==> config.mk <==
export PLATFORM = sky130hd
export DESIGN_NAME = exe_stage
export DESIGN_NICKNAME = d
export VERILOG_FILES = /design/src/rtl/arm_defs.sv /design/src/rtl/alu.sv /design/src/rtl/exe_stage.sv
export SDC_FILE = /design/constraint.sdc
export NUM_CORES = 1
export LEC_CHECK = 0
export CAP_MARGIN = 20
export CORE_ASPECT_RATIO = 0.9
export CORE_UTILIZATION = 53
export CTS_CLUSTER_SIZE = 20
export DETAILED_ROUTE_END_ITERATION = 8
export GPL_TIMING_DRIVEN = 1
export PLACE_DENSITY = 0.9
export SYNTH_ARGS = -nofsm -noshare
export SYNTH_HDL_FRONTEND = slang
export SYNTH_SLANG_ARGS = --single-unit
==> constraint.sdc <==
create_clock -name clk -period 9.2 [get_ports clk]
set_input_delay 1.38 -clock clk [delete_from_list [all_inputs] [get_ports clk]]
set_output_delay 1.38 -clock clk [all_outputs]
set_load 0.05 [all_outputs]
==> src/rtl/arm_defs.sv <==
// Shared definitions for the ARM pipeline.
// Holds the execute-stage command encodings, which the decoder also uses,
// the NZCV bit positions inside the status nibble, and the datapath width.
package arm_defs;

  localparam int DATA_W = 32;

  // ALU command encodings carried on exe_cmd
  typedef enum logic [3:0] {
    CMD_MOV = 4'b0001,
    CMD_ADD = 4'b0010,
    CMD_ADC = 4'b0011,
    CMD_SUB = 4'b0100,
    CMD_SBC = 4'b0101,
    CMD_AND = 4'b0110,
    CMD_ORR = 4'b0111,
    CMD_EOR = 4'b1000,
    CMD_MVN = 4'b1001
  } exe_cmd_t;

  // Bit positions of the flags inside the 4-bit status {N,Z,C,V}
  localparam int FLAG_N = 3;
  localparam int FLAG_Z = 2;
  localparam int FLAG_C = 1;
  localparam int FLAG_V = 0;

endpackage

==> src/rtl/alu.sv <==
// Combinational ALU of the execute stage.
// Ports:
//   a, b   : operands (a = Rn value, b = shifter operand)
//   cmd    : exe_cmd encoding from arm_defs
//   c_in   : current C flag, consumed by ADC/SBC and passed through by logical ops
//   v_in   : current V flag, passed through by logical ops
//   res    : 32-bit result
//   nzcv   : flags the instruction would produce if it sets status
module alu
  import arm_defs::*;
(
  input  logic [DATA_W-1:0] a,
  input  logic [DATA_W-1:0] b,
  input  logic [3:0]        cmd,
  input  logic              c_in,
  input  logic              v_in,
  output logic [DATA_W-1:0] res,
  output logic [3:0]        nzcv
);

  // Two's-complement overflow: operands of like sign give a result of the other sign
  function automatic logic add_ovf(input logic signed [DATA_W-1:0] x,
                                   input logic signed [DATA_W-1:0] y,
                                   input logic signed [DATA_W-1:0] r);
    return ((x < 0) == (y < 0)) && ((r < 0) != (x < 0));
  endfunction

  // Subtraction overflows when operand signs differ and the result sign leaves x's
  function automatic logic sub_ovf(input logic signed [DATA_W-1:0] x,
                                   input logic signed [DATA_W-1:0] y,
                                   input logic signed [DATA_W-1:0] r);
    return ((x < 0) != (y < 0)) && ((r < 0) != (x < 0));
  endfunction

  logic [DATA_W:0] wide;
  logic            c_out;
  logic            v_out;

  always_comb begin
    wide  = '0;
    res   = '0;
    c_out = c_in;
    v_out = v_in;
    case (cmd)
      CMD_MOV: res = b;
      CMD_MVN: res = ~b;
      CMD_ADD, CMD_ADC: begin
        wide  = {1'b0, a} + {1'b0, b}
              + {{DATA_W{1'b0}}, (cmd == CMD_ADC) & c_in};
        res   = wide[DATA_W-1:0];
        c_out = wide[DATA_W];
        v_out = add_ovf(a, b, wide[DATA_W-1:0]);
      end
      CMD_SUB, CMD_SBC: begin
        // Bit 32 of the 33-bit difference is the borrow; ARM's C is its inverse
        wide  = {1'b0, a} - {1'b0, b}
              - {{DATA_W{1'b0}}, (cmd == CMD_SBC) & ~c_in};
        res   = wide[DATA_W-1:0];
        c_out = ~wide[DATA_W];
        v_out = sub_ovf(a, b, wide[DATA_W-1:0]);
      end
      CMD_AND: res = a & b;
      CMD_ORR: res = a | b;
      CMD_EOR: res = a ^ b;
      default: res = '0;
    endcase
  end

  always_comb begin
    nzcv         = '0;
    nzcv[FLAG_N] = res[DATA_W-1];
    nzcv[FLAG_Z] = (res == '0);
    nzcv[FLAG_C] = c_out;
    nzcv[FLAG_V] = v_out;
  end

endmodule

==> src/rtl/exe_stage.sv <==
// Execute stage of the ARM pipeline.
// Runs the ALU on the ID/EX operands, owns the NZCV status register, computes
// the branch target, and loads the EX/MEM pipeline register.
// Ports:
//   clk, rst                 : clock, asynchronous active-low reset
//   freeze                   : stall; EX/MEM and status hold
//   valid_in                 : ID/EX slot carries a real instruction
//   exe_cmd, wb_en, mem_r_en, mem_w_en, s_bit, branch : ID/EX control
//   pc, val_rn, val_rm, val_2, signed_imm_24, dest     : ID/EX data
//   status                   : registered {N,Z,C,V}
//   branch_taken/address     : combinational branch resolution
//   ex_*                     : EX/MEM register outputs
module exe_stage
  import arm_defs::*;
(
  input  logic              clk,
  input  logic              rst,
  input  logic              freeze,
  input  logic              valid_in,
  input  logic [3:0]        exe_cmd,
  input  logic              wb_en,
  input  logic              mem_r_en,
  input  logic              mem_w_en,
  input  logic              s_bit,
  input  logic              branch,
  input  logic [DATA_W-1:0] pc,
  input  logic [DATA_W-1:0] val_rn,
  input  logic [DATA_W-1:0] val_rm,
  input  logic [DATA_W-1:0] val_2,
  input  logic [23:0]       signed_imm_24,
  input  logic [3:0]        dest,
  output logic [3:0]        status,
  output logic              branch_taken,
  output logic [DATA_W-1:0] branch_address,
  output logic              ex_valid,
  output logic              ex_wb_en,
  output logic              ex_mem_r_en,
  output logic              ex_mem_w_en,
  output logic [DATA_W-1:0] ex_alu_res,
  output logic [DATA_W-1:0] ex_val_rm,
  output logic [3:0]        ex_dest
);

  logic [DATA_W-1:0]        alu_res_p0;
  logic [3:0]               nzcv_p0;
  logic signed [DATA_W-1:0] br_off_p0;

  logic [3:0]        status_p1;
  logic              vld_p1;
  logic              wb_en_p1;
  logic              mem_r_en_p1;
  logic              mem_w_en_p1;
  logic [DATA_W-1:0] alu_res_p1;
  logic [DATA_W-1:0] val_rm_p1;
  logic [3:0]        dest_p1;

  // Stage p0: ALU and branch adder, fed straight from ID/EX
  alu u_alu (
    .a    (val_rn),
    .b    (val_2),
    .cmd  (exe_cmd),
    .c_in (status_p1[FLAG_C]),
    .v_in (status_p1[FLAG_V]),
    .res  (alu_res_p0),
    .nzcv (nzcv_p0)
  );

  // Word offset, sign-extended and scaled by 4
  assign br_off_p0      = {{6{signed_imm_24[23]}}, signed_imm_24, 2'b00};
  assign branch_address = pc + DATA_W'(br_off_p0);
  assign branch_taken   = valid_in & branch;

  // Stage p1: status register and EX/MEM register
  always_ff @(posedge clk or negedge rst) begin
    if (!rst) begin
      status_p1 <= '0;
    end else if (valid_in && s_bit && !freeze) begin
      status_p1 <= nzcv_p0;
    end
  end

  // Control bits are qualified by valid so a bubble can never write back or
  // access memory; data fields are captured as-is.
  always_ff @(posedge clk or negedge rst) begin
    if (!rst) begin
      vld_p1      <= 1'b0;
      wb_en_p1    <= 1'b0;
      mem_r_en_p1 <= 1'b0;
      mem_w_en_p1 <= 1'b0;
      alu_res_p1  <= '0;
      val_rm_p1   <= '0;
      dest_p1     <= '0;
    end else if (!freeze) begin
      vld_p1      <= valid_in;
      wb_en_p1    <= wb_en    & valid_in;
      mem_r_en_p1 <= mem_r_en & valid_in;
      mem_w_en_p1 <= mem_w_en & valid_in;
      alu_res_p1  <= alu_res_p0;
      val_rm_p1   <= val_rm;
      dest_p1     <= dest;
    end
  end

  assign status      = status_p1;
  assign ex_valid    = vld_p1;
  assign ex_wb_en    = wb_en_p1;
  assign ex_mem_r_en = mem_r_en_p1;
  assign ex_mem_w_en = mem_w_en_p1;
  assign ex_alu_res  = alu_res_p1;
  assign ex_val_rm   = val_rm_p1;
  assign ex_dest     = dest_p1;

endmodule
==> metrics <==
outcome=finished with violations; failing checks=design-rule violations; Synth Flop Type=dfrtp_1; Flop pwr share=about 22%; row count=48; register bit total from synthesis=76; Cell Area, Synth=roughly 10000 um2; post-route clock period utilization=between 80% and 90%; layout cells sized above 1=around 6.7%; vias post-DR=~11000; die area=20120 um2; Cell Area, Placed=13200 um2; P&R area growth vs syn=30.10%; Post-CTS Resized=0; Pint=~1000 uW; latest clock arrival within the worst-skew pair=approximately 0.34 ns; final net count=about 1800; Max-cap violations=0; clock buffer count from CTS=9; yosys warns=0; share of total power in the clock network=a little under a fifth; post-DP HPWL=approximately 27000 um; Gate power share=around three fifths; number of diodes=0; min-delay worst type=register to register; unrepaired setup endpoints after global routing=no; dpl ws=1.639 ns; initial antenna violation count=0; Syn Area/Cell=~8 um2; drt drc=1; final setup TNS=0 ns; DR pass1 iterations=7; vias in the first global route=10590; fmax=about 130 MHz; VDD IR max=0.0001354 V; number of hold buffers added after cts=0; post-synthesis sequential area ratio=a little under a fifth; delay of the slowest cell on the worst path=~0.80 ns; LEAKAGE=about 0.0059 uW; Port Buffers=roughly 270; clock buffer depth=2; Syn Nets=roughly 1600; Post-synth EDFFs=0; gpl congestion=about 1.0; Synth async-reset ratio=100.0%; crit path buf inv count=1; Period minus WS final=7.498 ns; Iter 0 DRT Violations=~1000; power density cells=roughly 140 nW/um2; Net Sw Frac=46.32%; Root Driver=clkbuf_16; Final Hold Viols=0; final instance area=approximately 13000 um2; FILL cells=approximately 1500; Initial Utilization=~54%; global-route wire length before repair=roughly 55000 um; post-synth cell types=75; drt total wl=roughly 36000 um; Setup WS post-layout=1.702 ns; Max FO, Critical Path=21; H-tree depth=3; largest net degree at the start of global routing=77; CP Cell Sequence=clkdlybuf4s50_1 > nor2_1 > and2_1 > nand3_1 > fa_1 > fa_1 > nand2b_1 > a21oi_1 > o31a_1 > o21ai_0 > o21ai_0 > xnor2_1 > o21ai_0 > or4_1 > or4_1 > or4_1 > nor3_1 > o2bb2ai_1; setup violators final=0; Final Max Tran Viols=0; r2r startpoint=status[1]; hold_sp=ex_alu_res[24]; Hold WS=between 0.4 and 0.5 ns; slowest stage cell, crit path=and2_1; gr ovfl total=0; ANT nets after route=0; sw power=just under 900 uW; Tightest Pin Transition=1.009 ns; CTS tree=done; core area=~19000 um2; crit path DAT=a little under 8 ns; chip width=between 100 and 150 um; routed length per instance=~20 um; critical path class=input port to register; crit path launch=exe_cmd[2]; Die H=between 100 and 150 um; CP Launch Type=input port; Clock Sinks=76; number of I/O pins=~280; Syn Inst Count=between 1000 and 1500; relative slew slack=32.20%; crit end category=register; Total GRT Usage=about a third; Worst EP required=9.47 ns; delay-heaviest family, CP=simple AND/OR/NAND/NOR gates; Setup Buffers After CTS=0; Clock transition at path regs=around 0.06 ns; clk_skew=0.008352 ns; routed vias/inst=6.260
[through the flow]
stage          utilization (%)  total power, uW  std cells
2_1_floorplan                -             1149       1291
3_3_place_gp             68.88             1507       1758
3_5_place_dp             68.88             1524       1758
4_1_cts                  70.40             1888       1773
5_1_grt                  70.40             1987       1773
6_report                 70.40             1905       1773
[synth_stat cells (6+ instances only)]
master | n | area share [%]
or4_1 | 6 | 0.43
xnor2_1 | 59 | 5.0
mux2i_1 | 6 | 0.58
xor2_1 | 24 | 2.0
inv_1 | 117 | 4.2
o21ai_0 | 81 | 3.9
and2_1 | 9 | 0.54
a211oi_1 | 13 | 0.94
a221oi_1 | 10 | 0.84
ha_1 | 155 | 19
buf_1 | 8 | 0.29
o21bai_1 | 11 | 0.80
o22ai_1 | 25 | 1.5
a21o_1 | 30 | 2.2
nand4_1 | 19 | 1.1
nand3_1 | 19 | 0.92
dfrtp_1 | 76 | 18
o21a_1 | 12 | 0.87
nor2b_1 | 16 | 0.97
and3_1 | 12 | 0.72
o221ai_1 | 8 | 0.68
o211ai_1 | 15 | 1.1
a221o_1 | 12 | 1.2
clkbuf_1 | 45 | 1.6
a22oi_1 | 12 | 0.87
nand2_1 | 85 | 3.1
o2111ai_1 | 7 | 0.59
nor2_1 | 73 | 2.6
buf_2 | 8 | 0.39
a21oi_1 | 96 | 4.6
mux2_2 | 65 | 7.1
nor3_1 | 30 | 1.4
or3_1 | 10 | 0.60
nand2b_1 | 18 | 1.1
a31oi_1 | 16 | 0.97
[routing by layer]
metal | up-vias | GRT usage, % | wire [um]
met5 | - | 0 | 0
met1 | 5143 | 43.61 | 14060
met3 | 120 | 7.500 | 3951
met2 | 711 | 57.25 | 16470
met4 | 0 | 12.59 | 1190
li1 | 5125 | - | -
[power by group through the flow]
stage / logic, uW / clock network, uW / registers, uW
3_3_place_gp: 1090 / 0 / 414
5_1_grt: 1200 / 372 / 418
3_5_place_dp: 1110 / 0 / 416
4_1_cts: 1120 / 359 / 413
2_1_floorplan: 586 / 0 / 563
6_report: 1130 / 359 / 414
[final timing paths]
kind / to / slack (ns) / cells past startpoint
worst max-delay path: status[2] / 1.70 / 18
worst min-delay path: ex_alu_res[24] / 0.49 / 1
worst max register to register: status[2] / 3.67 / 18
worst min register to register: ex_alu_res[24] / 0.49 / 1
max in group asynchronous: ex_alu_res[27] / 7.37 / 1
min in group asynchronous: ex_wb_en / 1.21 / 1
[sequential cells by signal (all words and copies together), names as in the netlist]
register and cells:
ex_mem_w_en 1, status 4, ex_valid 1, ex_mem_r_en 1
ex_wb_en 1, ex_dest 4, ex_alu_res 32, ex_val_rm 32
[cell families (layout without fill, tap and decap cells)]
group,count (synthesis),in the layout,synth area share (%)
AO/OA/AOI/OAI,395,395,24.83
XOR/XNOR,83,83,7.013
adder cells (fa/ha/maj),160,160,19.67
buffers and inverters,186,418,7.109
flip-flops,76,76,18.35
multiplexers,72,72,7.785
AND/OR/NAND/NOR,319,319,15.24
[placed cells by master, fill, tap and decap left out, types with 30 or more instances in the layout]
| master | n |
|---|---|
| o21ai_0 | 81 |
| mux2_2 | 65 |
| dfrtp_1 | 76 |
| a21oi_1 | 96 |
| inv_1 | 117 |
| a21o_1 | 30 |
| nor3_1 | 30 |
| clkdlybuf4s50_1 | 270 |
| nor2_1 | 72 |
| ha_1 | 155 |
| nand2_1 | 85 |
| xnor2_1 | 59 |
[cell type report]
class                      count  area, um2  area share, %
clock buffer                   9      225.2          1.670
multi-input combinational   1029       7730          57.32
sequential                    76       1902          14.10
clock inverter                 6      65.06         0.4824
inverter                     119      449.2          3.331
timing repair buffer         284       2803          20.78
tap                          250      312.8          2.319
No activity file was read; power rests on OpenSTA's default activity.
